--- config.mk ---
export PLATFORM = sky130hd
export DESIGN_NAME = turn_move_sequencer
export DESIGN_NICKNAME = d
export VERILOG_FILES = /design/src/rtl/game_pkg.sv /design/src/rtl/turn_timer.sv /design/src/rtl/turn_move_sequencer.sv
export SDC_FILE = /design/constraint.sdc
export NUM_CORES = 1
export LEC_CHECK = 0
export CORE_MARGIN = 1.5
export CORE_UTILIZATION = 55
export DETAILED_ROUTE_END_ITERATION = 8
export GPL_TIMING_DRIVEN = 0
export PLACE_DENSITY_LB_ADDON = 0.2
export SLEW_MARGIN = 20
export SYNTH_ARGS = -nofsm -noshare
export SYNTH_HDL_FRONTEND = slang
export SYNTH_SLANG_ARGS = --single-unit
--- constraint.sdc ---
create_clock -name clk -period 3 [get_ports clk]
set_input_delay 0.3 -clock clk [delete_from_list [all_inputs] [get_ports clk]]
set_output_delay 0.3 -clock clk [all_outputs]
set_load 0.05 [all_outputs]
--- src/rtl/game_pkg.sv ---
// Shared types for the turn sequencer: cell encodings, sequencer states
// and board geometry.
package game_pkg;

    localparam int NUM_CELLS = 9;
    localparam int CELL_W    = 2;
    localparam int BOARD_W   = NUM_CELLS * CELL_W;

    typedef enum logic [1:0] {
        EMPTY = 2'b00,
        P1    = 2'b01,
        P2    = 2'b10
    } cell_t;

    typedef enum logic [2:0] {
        IDLE   = 3'd0,
        ARMED  = 3'd1,
        COMMIT = 3'd2,
        AUTO   = 3'd3,
        DONE   = 3'd4
    } seq_state_t;

endpackage

--- src/rtl/turn_timer.sv ---
// Per-turn countdown: a clock prescaler producing one tick per second and a
// seconds down-counter. expire flags the cycle in which the count hits zero.
module turn_timer #(
    parameter int CLK_HZ       = 50_000_000,
    parameter int TURN_SECONDS = 10
) (
    input  logic       clk,
    input  logic       rst,
    input  logic       clr,
    input  logic       load,
    input  logic       run,
    output logic [3:0] secs_left,
    output logic       expire
);

    localparam int PW = (CLK_HZ > 1) ? $clog2(CLK_HZ) : 1;
    localparam logic [PW-1:0] PRESC_RELOAD = PW'(CLK_HZ - 1);
    localparam logic [3:0]    SECS_RELOAD  = 4'(TURN_SECONDS);

    logic [PW-1:0] presc_reg;
    logic [3:0]    secs_reg;
    logic          presc_zero;

    assign presc_zero = (presc_reg == '0);
    // Combinational so the sequencer can leave ARMED on the same edge that
    // takes the seconds count to zero.
    assign expire     = run && presc_zero && (secs_reg == 4'd1);
    assign secs_left  = secs_reg;

    always_ff @(posedge clk) begin
        if (!rst || clr) begin
            presc_reg <= '0;
            secs_reg  <= '0;
        end else if (load) begin
            presc_reg <= PRESC_RELOAD;
            secs_reg  <= SECS_RELOAD;
        end else if (run) begin
            if (presc_zero) begin
                presc_reg <= PRESC_RELOAD;
                if (secs_reg != 4'd0)
                    secs_reg <= secs_reg - 4'd1;
            end else begin
                presc_reg <= presc_reg - 1'b1;
            end
        end
    end

endmodule

--- src/rtl/turn_move_sequencer.sv ---
// Per-turn controller: owns the 3x3 board and turn countdown, commits manual
// moves on confirm, auto-places on timeout, and pulses the game FSM.
module turn_move_sequencer
    import game_pkg::*;
#(
    parameter int CLK_HZ       = 50_000_000,
    parameter int TURN_SECONDS = 10
) (
    input  logic                clk,
    input  logic                rst,
    input  logic                turn_p1,
    input  logic                turn_p2,
    input  logic [3:0]          cell_sel,
    input  logic                confirm,
    input  logic                clear_board,
    output logic [BOARD_W-1:0]  board,
    output logic                player_mov,
    output logic                timer_out,
    output logic                move_err,
    output logic [3:0]          secs_left
);

    seq_state_t state_reg, state_next;
    cell_t      owner_reg, owner_next;
    cell_t      owner_now;
    logic [3:0] cell_reg, cell_next;
    logic       confirm_q_reg;
    logic       player_mov_reg, player_mov_next;
    logic       timer_out_reg, timer_out_next;
    logic       move_err_reg, move_err_next;

    logic             active;
    logic             confirm_rise;
    logic             sel_ok;
    logic [4:0]       free_info;
    logic             write_en;
    logic [3:0]       write_idx;
    logic             timer_load, timer_run, timer_clr, expire;
    logic [BOARD_W-1:0] board_vec;

    // Cell contents at idx; out-of-range indices read as EMPTY so callers
    // must range-check separately.
    function automatic cell_t cell_at(input logic [BOARD_W-1:0] vec, input logic [3:0] idx);
        cell_t r;
        r = EMPTY;
        for (int i = 0; i < NUM_CELLS; i++) begin
            if (idx == 4'(i))
                r = cell_t'(vec[CELL_W*i +: CELL_W]);
        end
        return r;
    endfunction

    // {found, index} of the lowest-index empty cell.
    function automatic logic [4:0] first_free(input logic [BOARD_W-1:0] vec);
        logic [4:0] r;
        r = '0;
        for (int i = NUM_CELLS - 1; i >= 0; i--) begin
            if (vec[CELL_W*i +: CELL_W] == EMPTY)
                r = {1'b1, 4'(i)};
        end
        return r;
    endfunction

    assign active       = turn_p1 ^ turn_p2;
    assign owner_now    = turn_p1 ? P1 : P2;
    assign confirm_rise = confirm && !confirm_q_reg;
    assign sel_ok       = (cell_sel <= 4'd8) && (cell_at(board_vec, cell_sel) == EMPTY);
    assign free_info    = first_free(board_vec);

    turn_timer #(
        .CLK_HZ       (CLK_HZ),
        .TURN_SECONDS (TURN_SECONDS)
    ) u_timer (
        .clk       (clk),
        .rst       (rst),
        .clr       (timer_clr),
        .load      (timer_load),
        .run       (timer_run),
        .secs_left (secs_left),
        .expire    (expire)
    );

    always_comb begin
        state_next      = state_reg;
        owner_next      = owner_reg;
        cell_next       = cell_reg;
        player_mov_next = 1'b0;
        timer_out_next  = 1'b0;
        move_err_next   = 1'b0;
        write_en        = 1'b0;
        write_idx       = cell_reg;
        timer_load      = 1'b0;
        timer_run       = 1'b0;
        timer_clr       = 1'b0;

        case (state_reg)
            IDLE: begin
                if (active) begin
                    state_next = ARMED;
                    owner_next = owner_now;
                    timer_load = 1'b1;
                end else begin
                    timer_clr  = 1'b1;
                end
            end
            ARMED: begin
                timer_run = 1'b1;
                if (!active) begin
                    state_next = IDLE;
                    timer_clr  = 1'b1;
                end else if (confirm_rise && sel_ok) begin
                    // A valid move beats a simultaneous expiry.
                    state_next = COMMIT;
                    cell_next  = cell_sel;
                end else begin
                    if (expire)
                        state_next = AUTO;
                    if (confirm_rise)
                        move_err_next = 1'b1;
                end
            end
            COMMIT: begin
                write_en        = 1'b1;
                write_idx       = cell_reg;
                player_mov_next = 1'b1;
                state_next      = DONE;
            end
            AUTO: begin
                write_en       = free_info[4];
                write_idx      = free_info[3:0];
                timer_out_next = 1'b1;
                state_next     = DONE;
            end
            DONE: begin
                if (!active) begin
                    state_next = IDLE;
                    timer_clr  = 1'b1;
                end else if (owner_now != owner_reg) begin
                    state_next = ARMED;
                    owner_next = owner_now;
                    timer_load = 1'b1;
                end
            end
            default: begin
                state_next = IDLE;
                timer_clr  = 1'b1;
            end
        endcase

        if (clear_board) begin
            state_next      = IDLE;
            player_mov_next = 1'b0;
            timer_out_next  = 1'b0;
            move_err_next   = 1'b0;
            write_en        = 1'b0;
            timer_load      = 1'b0;
            timer_clr       = 1'b1;
        end
    end

    always_ff @(posedge clk) begin
        if (!rst) begin
            state_reg      <= IDLE;
            owner_reg      <= EMPTY;
            cell_reg       <= '0;
            confirm_q_reg  <= 1'b0;
            player_mov_reg <= 1'b0;
            timer_out_reg  <= 1'b0;
            move_err_reg   <= 1'b0;
        end else begin
            state_reg      <= state_next;
            owner_reg      <= owner_next;
            cell_reg       <= cell_next;
            confirm_q_reg  <= confirm;
            player_mov_reg <= player_mov_next;
            timer_out_reg  <= timer_out_next;
            move_err_reg   <= move_err_next;
        end
    end

    // One register per cell; clear_board wins over a same-cycle write.
    generate
        for (genvar gi = 0; gi < NUM_CELLS; gi++) begin : g_cell
            cell_t cell_q;
            always_ff @(posedge clk) begin
                if (!rst || clear_board)
                    cell_q <= EMPTY;
                else if (write_en && (write_idx == 4'(gi)))
                    cell_q <= owner_reg;
            end
            assign board_vec[CELL_W*gi +: CELL_W] = cell_q;
        end
    endgenerate

    assign board      = board_vec;
    assign player_mov = player_mov_reg;
    assign timer_out  = timer_out_reg;
    assign move_err   = move_err_reg;

endmodule

==> flow_metrics.env <==
export IMPL_post_route_min_period_ns=2.90
export IMPL_wire_length_of_the_first_global_routing_pass_mm=11.8
export IMPL_detailedPlacementHpwl_mm=5.07
export IMPL_yosys_warnings=0
export IMPL_top_post_synthesis_cells_by_count="dfxtp_1 (61), nand2_1 (35), nor2_1 (29)"
export IMPL_rr_worst_depth=7
export IMPL_dieWidth_um=76.5
export IMPL_async_reset_ff_share_pct=0
export IMPL_final_max_slew_viol_count=0
export IMPL_ys_dominant_reg_cell="dfxtp_1"
export IMPL_vdd_drop_max_mv=0.305
export IMPL_detail_route_wirelength_mm=7.01
export IMPL_ios=35
export IMPL_fin_nets=404
export IMPL_max_clock_freq_ghz=0.344
export IMPL_final_period_utilization_pct=96.8
export IMPL_n_antenna_cell=0
export IMPL_critPathLaunchType="flop"
export IMPL_yosys_cell_count_top_type="dfxtp_1"
export IMPL_synth_edf_count=0
export IMPL_clock_tree_root_cell="clkbuf_8"
export IMPL_groute_usage_overall_pct=25.2
export IMPL_fp_coreArea_sq_um=5170
export IMPL_cts_post_setup_buffers_inserted=0
export IMPL_placed_cell_area_sq_um=3400
export IMPL_synthDominantAreaCellType="dfxtp_1"
export IMPL_cp_required_ns=3.28
export IMPL_synth_largest_type_area_fraction_pct=41.1
export IMPL_cts_hold_fix_buffers=0
export IMPL_tritoncts_clock_tree="yes"
export IMPL_cts_buffers=9
export IMPL_post_synth_instance_area_sq_um=2970
export IMPL_cellLeakagePower_nw=1.36
export IMPL_max_cap_violations=0
export IMPL_status="finished clean"
export IMPL_worst_hold_path_num_cells=2
export IMPL_largest_register_ff_count=26
export IMPL_synthesis_nets=360
export IMPL_post_route_cells_drive_above_1_share_pct=6.30
export IMPL_synth_cell_type_count=48
export IMPL_finalClockSkew_ns=0.00692
export IMPL_globalRouteOverflowTotal=0
export IMPL_synthCells=349
export IMPL_first_global_vias=2585
export IMPL_die_height_um=76.5
export IMPL_setup_violations=0
export IMPL_h_tree_depth=3
export IMPL_criticalPathCategory="flop to flop"
export IMPL_power_density_nw_per_um2=511
export IMPL_syn_avg_cell_area_sq_um=8.52
export IMPL_initial_antenna_violation_count=0
export IMPL_critical_path_arrival_ns=3.18
export IMPL_fin_area_sq_um=3620
export IMPL_worst_setup_path_end_kind="flop"
export IMPL_cts_root_to_sink_buffers=2
export IMPL_drt_initial_drc_count=198
export IMPL_unrepaired_setup_endpoints_after_global_routing="no"
export IMPL_clk_pin_slew_ns=0.06
export IMPL_worstHoldPathType="flop to flop"
export IMPL_finalWeightedCongestion=0.865
export IMPL_worst_pin_slew_ns=0.614
export IMPL_wl_per_cell_um=15.0
export IMPL_crit_chain="or4_4 > or4_1 > buf_2 > or4_4 > buf_6 > or4_1 > a21oi_1"
export IMPL_setup_total_negative_slack_ns=0
export IMPL_detail_route_drc_violations=0
export IMPL_rows=26
export IMPL_critical_path_slowest_cell="or4_4"
export IMPL_postSynthRegisterBits=61
export IMPL_hold_viol_final=0
export IMPL_post_drt_via_cell_ratio=5.90
export IMPL_cpPeakStageDelay_ns=0.56
export IMPL_design_die_area_sq_um=5860
export IMPL_layout_cells_non_filler=467
export IMPL_drt_pre_antenna_iters=4
export IMPL_floorplan_initialDensity_pct=57.5
export IMPL_route_vias_total=2753
export IMPL_io_buffer_count=34
export IMPL_worst_slew_margin_rel_pct=58.7
export IMPL_grt_max_degree=11
export IMPL_cts_num_sinks=61
export IMPL_numPlacedInstances=453
export IMPL_area_growth_syn_to_layout_pct=21.6
export IMPL_postLayoutCoreUtil_pct=69.9
export IMPL_synth_yosys_seq_area_share_pct=41.1
export IMPL_drt_antenna_violating_nets=0
export IMPL_clk_latency_ns=0.34
export IMPL_critical_path_peak_fanout=9
export IMPL_synth_area_top_cells="dfxtp_1 (41%), mux2i_1 (7.4%), xnor2_1 (6.8%), a21oi_1 (4.7%), nand2_1 (4.4%)"
==> worst max-delay path: cells and delay by family, from the launching register on <==
family / cells / cell delay, ns
AO/OA/AOI/OAI: 1 / 0.15
buffers and inverters: 2 / 0.32
flip-flops: 1 / 0.34
AND/OR/NAND/NOR: 4 / 2.03
==> cell type report <==
cell class | count | area, sq um
timing repair buffer | 34 | 340
tap | 70 | 87.6
inverter | 4 | 15.0
clock buffer | 14 | 163
buffer | 13 | 61.3
multi-input combinational | 270 | 1700
clock inverter | 1 | 30.0
sequential | 61 | 1220
fill | 431 | 1560
==> path summary, 6_finish.rpt <==
path	startpoint	end	slack [ns]
min	cell_reg[3]$_SDFFE_PN0P_	cell_reg[3]$_SDFFE_PN0P_	0.46
max	u_timer.presc_reg[8]$_SDFFE_PP0P_	state_reg[1]$_SDFFE_PP0P_	0.1
max reg2reg	u_timer.presc_reg[8]$_SDFFE_PP0P_	state_reg[1]$_SDFFE_PP0P_	0.1
min reg2reg	cell_reg[3]$_SDFFE_PN0P_	cell_reg[3]$_SDFFE_PN0P_	0.46
==> kinds of logic (layout without fill, tap and decap cells) <==
family                     Yosys count  after routing  share of synthesized area, %
and+or+nand+nor                    161            161                          28.8
buffers and inverters               18             66                          2.40
muxes                               22             22                          7.40
DFF                                 61             61                          41.1
AOI/OAI and AO/OA                   62             62                          12.8
xor gates and xnor gates            24             24                          7.07
adders and majority gates            1              1                         0.421
==> metal layers <==
metal,track usage (%),part of all wire (%),vias up
met2,39.1,45,78
met3,5.03,4.6,19
met1,32.7,48,1297
met5,0,0,-
met4,14.3,2.8,0
li1,-,-,1359
==> power by group <==
| group | internal (W) | leakage, nW | total, W | switching (W) |
|---|---|---|---|---|
| clock network | 0.000426 | 0.0968 | 0.000726 | 0.000300 |
| registers | 0.000830 | 0.494 | 0.000848 | 0.0000181 |
| logic | 0.000117 | 0.773 | 0.000273 | 0.000157 |
| total | 0.00137 | 1.36 | 0.00185 | 0.000475 |
==> layout by cell type, fill, tap and decap left out, types with 8 or more instances in the layout <==
cell             Yosys  layout
a21oi_1             28      28
nand2_1             35      35
xnor2_1             23      23
nand3_1              9       9
mux2i_1             22      22
clkbuf_1            11      13
clkbuf_8             0      11
dfxtp_1             61      60
nor3_1              21      21
clkdlybuf4s50_1      0      34
o21ai_0              8       8
nor4_1              11      11
nor2_1              29      29
==> through the flow <==
step	worst slack [ns]	hold WS, ns	total power, W
2_1_floorplan	0.208	0.390	0.00106
5_1_grt	0.00855	0.497	0.00192
4_1_cts	0.0105	0.465	0.00185
3_3_place_gp	-0.132	0.450	0.00112
3_5_place_dp	-0.173	0.455	0.00113
6_report	0.0963	0.464	0.00185
==> what timing repair did <==
action / CTS / global route
setup endpoints to repair: 2 / 16
pin swaps: 0 / 1
gates resized for setup: 1 / 9
(Power assumes the default switching activity.)
